--- config.mk ---
export PLATFORM = sky130hd
export DESIGN_NAME = cdma_despreader
export DESIGN_NICKNAME = d
export VERILOG_FILES = /design/src/rtl/cdma_pkg.sv /design/src/rtl/cdma_despreader_lfsr.sv /design/src/rtl/cdma_despreader.sv
export SDC_FILE = /design/constraint.sdc
export NUM_CORES = 1
export LEC_CHECK = 0
export BUFFER_PORTS_ARGS = -buffer_cell sky130_fd_sc_hd__buf_2
export CELL_PAD_IN_SITES_DETAIL_PLACEMENT = 0
export CELL_PAD_IN_SITES_GLOBAL_PLACEMENT = 1
export CORE_MARGIN = 2
export CORE_UTILIZATION = 45
export DETAILED_ROUTE_END_ITERATION = 10
export PLACE_DENSITY = 0.83
export SYNTH_ARGS = -nofsm -noshare
export SYNTH_HDL_FRONTEND = slang
export SYNTH_HIERARCHICAL = 1
export SYNTH_SLANG_ARGS = --single-unit
--- constraint.sdc ---
create_clock -name clk -period 11.48 [get_ports clk]
set_input_delay 1.148 -clock clk [delete_from_list [all_inputs] [get_ports clk]]
set_output_delay 1.148 -clock clk [all_outputs]
set_load 0.1 [all_outputs]
--- src/rtl/cdma_pkg.sv ---
// Shared CDMA definitions: PN generator constants, sample/counter types and the code parity helper.
package cdma_pkg;

  localparam int LFSR_W = 6;
  localparam logic [LFSR_W-1:0] LFSR_SEED = 6'b000001;
  // Fibonacci taps for x^6 + x^5 + 1 (maximal length, period 63)
  localparam logic [LFSR_W-1:0] LFSR_TAPS = 6'b110000;

  localparam int BPSK_AMP = 100;
  localparam int CNT_W    = 6;

  typedef logic signed [7:0] sample_t;
  typedef logic [CNT_W-1:0]  chip_cnt_t;

  typedef enum logic [0:0] {
    ST_ACCUM = 1'b0,
    ST_LAST  = 1'b1
  } state_t;

  function automatic logic code_parity(input logic [LFSR_W-1:0] pn, input logic [LFSR_W-1:0] code);
    return ^(pn & code);
  endfunction

endpackage

--- src/rtl/cdma_despreader_lfsr.sv ---
// 6-bit PN generator shared with the spreader; free-running, reseeded by rst.
module cdma_despreader_lfsr
  import cdma_pkg::*;
(
  input  logic              clk,
  input  logic              rst,
  output logic [LFSR_W-1:0] pn_seq
);

  logic [LFSR_W-1:0] state_r;

  // Shift register advancing every clock so phase tracks the transmitter
  always_ff @(posedge clk) begin
    if (rst) begin
      state_r <= LFSR_SEED;
    end else begin
      state_r <= {state_r[LFSR_W-2:0], ^(state_r & LFSR_TAPS)};
    end
  end

  assign pn_seq = state_r;

endmodule

--- src/rtl/cdma_despreader.sv ---
// BPSK CDMA despreader: PN-multiply, integrate over SF chips, hard decision and lock.
// Optional parallel correlator on the non-selected code via CDMA_DESPREADER_DUAL_EN.
module cdma_despreader
  import cdma_pkg::*;
#(
  parameter int SF     = 16,
  parameter int ACC_W  = 8 + $clog2(SF) + 1,
  parameter int THRESH = SF * BPSK_AMP / 4
) (
  input  logic                    clk,
  input  logic                    rst,
  input  logic signed [7:0]       sample_in,
  input  logic                    sample_valid,
  input  logic [LFSR_W-1:0]       user_code_1,
  input  logic [LFSR_W-1:0]       user_code_2,
  input  logic                    user_select,
  input  logic                    flush,
  output logic                    data_out,
  output logic                    data_valid,
  output logic signed [ACC_W-1:0] corr_out,
`ifdef CDMA_DESPREADER_DUAL_EN
  output logic                    data_out_alt,
  output logic signed [ACC_W-1:0] corr_out_alt,
  output logic                    lock_alt,
`endif
  output logic                    lock
);

`ifdef CDMA_DESPREADER_DUAL_EN
  localparam int NCORR = 2;
`else
  localparam int NCORR = 1;
`endif

  logic [LFSR_W-1:0] pn_s;
  logic [LFSR_W-1:0] code_s [NCORR];
  state_t            state_r;
  state_t            state_nx_s;
  chip_cnt_t         chip_cnt_r;
  logic              dump_s;
  logic              data_valid_r;

  cdma_despreader_lfsr u_lfsr (
    .clk    (clk),
    .rst    (rst),
    .pn_seq (pn_s)
  );

  // Code routing: correlator 0 follows user_select, correlator 1 takes the other code
  always_comb begin
    for (int i = 0; i < NCORR; i++) begin
      if ((i == 0) ^ user_select) begin
        code_s[i] = user_code_1;
      end else begin
        code_s[i] = user_code_2;
      end
    end
  end

  // Symbol framing state register
  always_ff @(posedge clk) begin
    if (rst) begin
      state_r <= ST_ACCUM;
    end else begin
      state_r <= state_nx_s;
    end
  end

  // ST_LAST marks the final chip of a symbol; flush always returns to the first chip
  always_comb begin
    state_nx_s = state_r;
    dump_s     = 1'b0;
    if (flush) begin
      state_nx_s = ST_ACCUM;
    end else begin
      case (state_r)
        ST_ACCUM: begin
          if (chip_cnt_r == CNT_W'(SF - 2)) begin
            state_nx_s = ST_LAST;
          end else begin
            state_nx_s = ST_ACCUM;
          end
        end
        ST_LAST: begin
          state_nx_s = ST_ACCUM;
          dump_s     = 1'b1;
        end
        default: begin
          state_nx_s = ST_ACCUM;
        end
      endcase
    end
  end

  // Chip counter and decision strobe
  always_ff @(posedge clk) begin
    if (rst) begin
      chip_cnt_r   <= {CNT_W{1'b0}};
      data_valid_r <= 1'b0;
    end else if (flush || dump_s) begin
      chip_cnt_r   <= {CNT_W{1'b0}};
      data_valid_r <= dump_s;
    end else begin
      chip_cnt_r   <= chip_cnt_r + 6'd1;
      data_valid_r <= 1'b0;
    end
  end

  for (genvar g = 0; g < NCORR; g++) begin : g_corr
    logic                    p_s;
    logic signed [ACC_W-1:0] ext_s;
    logic signed [ACC_W-1:0] chip_s;
    logic signed [ACC_W-1:0] sum_s;
    logic signed [ACC_W-1:0] mag_s;
    logic signed [ACC_W-1:0] acc_r;
    logic signed [ACC_W-1:0] corr_r;
    logic                    dec_r;
    logic                    lock_r;

    // Widen before negating so -128 maps to +128 rather than wrapping
    always_comb begin
      p_s   = code_parity(pn_s, code_s[g]);
      ext_s = ACC_W'(sample_in);
      if (!sample_valid) begin
        chip_s = {ACC_W{1'b0}};
      end else if (p_s) begin
        chip_s = -ext_s;
      end else begin
        chip_s = ext_s;
      end
      sum_s = acc_r + chip_s;
      if (sum_s[ACC_W-1]) begin
        mag_s = -sum_s;
      end else begin
        mag_s = sum_s;
      end
    end

    // Integrate-and-dump; decisions only change on a non-flushed last chip
    always_ff @(posedge clk) begin
      if (rst) begin
        acc_r  <= {ACC_W{1'b0}};
        corr_r <= {ACC_W{1'b0}};
        dec_r  <= 1'b0;
        lock_r <= 1'b0;
      end else if (flush) begin
        acc_r  <= {ACC_W{1'b0}};
      end else if (dump_s) begin
        acc_r  <= {ACC_W{1'b0}};
        corr_r <= sum_s;
        dec_r  <= !sum_s[ACC_W-1] && (sum_s != {ACC_W{1'b0}});
        lock_r <= (mag_s >= ACC_W'(THRESH));
      end else begin
        acc_r  <= sum_s;
      end
    end
  end

  assign data_valid = data_valid_r;
  assign data_out   = g_corr[0].dec_r;
  assign corr_out   = g_corr[0].corr_r;
  assign lock       = g_corr[0].lock_r;
`ifdef CDMA_DESPREADER_DUAL_EN
  assign data_out_alt = g_corr[1].dec_r;
  assign corr_out_alt = g_corr[1].corr_r;
  assign lock_alt     = g_corr[1].lock_r;
`endif

endmodule

==> results.md <==
* Outcome: completed
* Launch point of the worst reg-to-reg path: u_lfsr/pn_seq[5]
* All-Layer GR Usage at 17.38%
* Compound-gate portion of the synthesized area at 20.84%
* First-pass GRT wire length at 8742 um
* Synth Area in XOR/XNOR at 8.218%
* Peak VDD IR at 0.00006077 V
* # hold bufs at CTS at 0
* Root Driver: clkbuf_8
* Adder-cell share of the synthesized area at 8.713%
* Non-Filler Instances at 403
* H-tree depth at 2
* Most frequent cells in the layout: dfxtp_1, nor2_1, buf_2, a21oi_1, nand2_1
* Initial antenna violation count at 0
* WHS Path Cells at 2
* Worst relative slew slack at 45.22%
* Nets at 372
* Routability Congestion at 0.8069
* Most common cell after layout, fill and taps aside: dfxtp_1
* Setup_tns at 0 ns
* I/O pins at 41
* Buf+Inv Stages, Crit Path at 1
* Inserted Diodes at 0
* Fill cells at 564
* Routed WL at 5179 um
* # resized after CTS at 0
* Seq cells post-synth at 42
* Async SR Flop Fraction at 0%
* Fin crit period at 6.139 ns
* Post-synth EDFFs at 0
* Register-to-Register Setup Slack at 6.21 ns
* Worst Hold Endpoint: corr_out[9]
* # DRC at 0
* Multiplexer area fraction after synthesis at 3.465%
* Post-synthesis sequential area ratio at 33.27%
* Die width at 78.95 um
* Worst setup margin at 5.341 ns
* Synth cell types at 49
* Worst Clk Skew at 0.008676 ns
* Place WS at 4.986 ns
* Synth Net Count at 336
* Clk pin slew, worst setup/hold paths at 0.08 ns
* Crit-path cells: buf_2, mux2_2, a211oi_1, a211o_1, nand2_1, xnor2_1, mux2i_1, nor2b_1, fa_1, a211oi_1, o21ai_0, a31oi_1, xor2_1, nand2_1, or4b_1, a221o_1, a221oi_2, nor4_2
* Top delay family on crit path: compound AO/OA/AOI/OAI gates
* Fmax at 0.1629 GHz
* Die ar. at 0.006232 mm2
* Endpoint type of the worst setup path: register
* Post-layout util at 52.58%
* CTS Buf Count at 5
* Data arrival, critical path at 6.31 ns
* Pwr dens at 126.2 mW/mm2
* Fin. Hold Viols at 0
* Slowest cell on crit path: xnor2_1
* Area Growth Syn to Fin at 13.86%
* Core area at 0.005473 mm2
* Vias in the first global route at 1964
* Setup violators final at 0
* Worst setup SP type: primary input
* DRT antenna net count at 0
* Syn_area_per_cell at 8.597 um2
* CP Max Fanout at 11
* Row Count at 27
* Clk_lat worst skew at 0.29 ns
* Port Buf Inserts at 40
* CP Data Required Time at 11.65 ns
* Netlist Area Pre-Place at 0.002527 mm2
* Post-CTS Repair Setup Buffers at 0
* Max Buffers Root-to-Sink at 2
* HP Class: reg -> reg
* Share of layout cells above drive strength 1 at 17.82%
* Starting Density at 46.18%
* Main synth FF type: dfxtp_1
* Vias/cell at 5.283
* Slew @ Worst Pin at 0.8218 ns
* Hold Path Origin: corr_out[9]
* Total number of vias at 2129
* Synth Area in Simple Gates at 21.78%
* Fin crit share at 53.48%
* Yosys warns at 6
* Post-synth top area share at 33.27%
* Combinational family with the most area after synthesis: simple AND/OR/NAND/NOR gates
* FF+latch area at 840.8 um2
* Wire length per cell at 12.85 um
* Synth area leaders: dfxtp_1, ha_1, nor2_1
* Area leader, netlist: dfxtp_1
* Fin. max-slew vios at 0
* Total grt overflow at 0
* Largest net degree at the start of global routing at 24
* Sink Count at 42
* Dpl hpwl at 3951 um
* Critical path class: in -> reg
* Multi-input logic area at 0.001593 mm2
* Die span in y at 78.95 um
* DP Cell Count at 395
* RSZ-0062 raised after global routing: false
* R2R depth at 17
* CTS tree: done
* Detailed Route Iter0 Violations at 111
* R2r endpoint: lock
* Largest stage delay, worst path at 0.60 ns
* Drt first pass iters at 4
* Pleak at 1.263 nW
* Synth Instances at 294
* Max cap viols at 0
kinds of logic (layout without fill, tap and decap cells):
group / Yosys count / count (layout)
AND/OR/NAND/NOR: 109 / 109
flip-flops: 42 / 42
adder cells (fa/ha/maj): 17 / 17
AO/OA/AOI/OAI: 73 / 73
buffers and inverters: 23 / 60
multiplexers: 8 / 8
XOR/XNOR: 22 / 22
worst max path at each step:
stage	end	depth (start not counted)	start	slack [ns]
3_3_place_gp	lock	18	user_select	5.14
6_report	lock	18	user_select	5.34
5_1_grt	lock	18	user_select	4.81
3_5_place_dp	lock	18	user_select	4.99
4_1_cts	lock	18	user_select	5.31
2_1_floorplan	lock	19	user_select	5.59
tightest hold or removal path, stage by stage, from the launching register on:
cell	delay [ns]
dfxtp_1	0.31
nand2_1	0.05
a21oi_1	0.05
state kept, by name, summed over array words and instances (netlist names):
register,cells
chip_cnt_r,6
corr_out,13
data_out,1
data_valid,1
g_corr.acc_r,13
lock,1
state_r,1
u_lfsr/pn_seq,6
cell type report:
cell class                 count  share of cell area, %
tap                           72                  3.130
sequential                    42                  29.22
inverter                      12                  1.565
clock buffer                   5                  2.391
clock inverter                 3                  1.391
timing repair buffer          40                  6.957
multi-input combinational    229                  55.35
synthesized netlist by cell type (2+ instances only):
cell type,instances
a211o_1,4
a211oi_1,3
a21boi_0,3
a21o_1,7
a21oi_1,24
a221o_1,2
a221oi_1,3
a221oi_2,2
a31oi_1,2
and2_1,4
and3_1,2
clkbuf_1,10
dfxtp_1,42
ha_1,16
inv_1,12
mux2_2,2
mux2i_1,5
nand2_1,19
nand2b_1,2
nand3_1,4
nand4_1,2
nand4b_1,3
nor2_1,41
nor2b_1,13
nor3_1,4
nor4_1,2
o2111ai_1,2
o211ai_1,3
o21a_1,2
o21ai_0,8
o21bai_1,2
o31ai_1,2
or3_1,6
or4b_1,2
xnor2_1,8
xnor2_2,2
xor2_1,12
power breakdown:
part / total [mW] / internal, mW / switching, mW
sequential: 0.152 / 0.150 / 0.00206
combinational: 0.0957 / 0.0384 / 0.0573
clock: 0.115 / 0.0640 / 0.0514
per-stage QoR:
stage	hold WS (ns)	power (mW)	instance area, um2
CTS	0.4599	0.3669	2878
finish	0.4562	0.3630	2878
floorplan	0.4323	0.2303	2527
global placement	0.4438	0.2501	2769
detailed placement	0.4474	0.2506	2769
global route	0.4790	0.3850	2878
per-layer routing:
metal | up-vias | wire, um | track usage (%)
met2 | 40 | 2164 | 26.67
met5 | - | 0 | 0
met3 | 5 | 204 | 3.295
met1 | 969 | 2764 | 25.00
li1 | 1115 | - | -
met4 | 0 | 46 | 4.828
(Power assumes the default switching activity.)
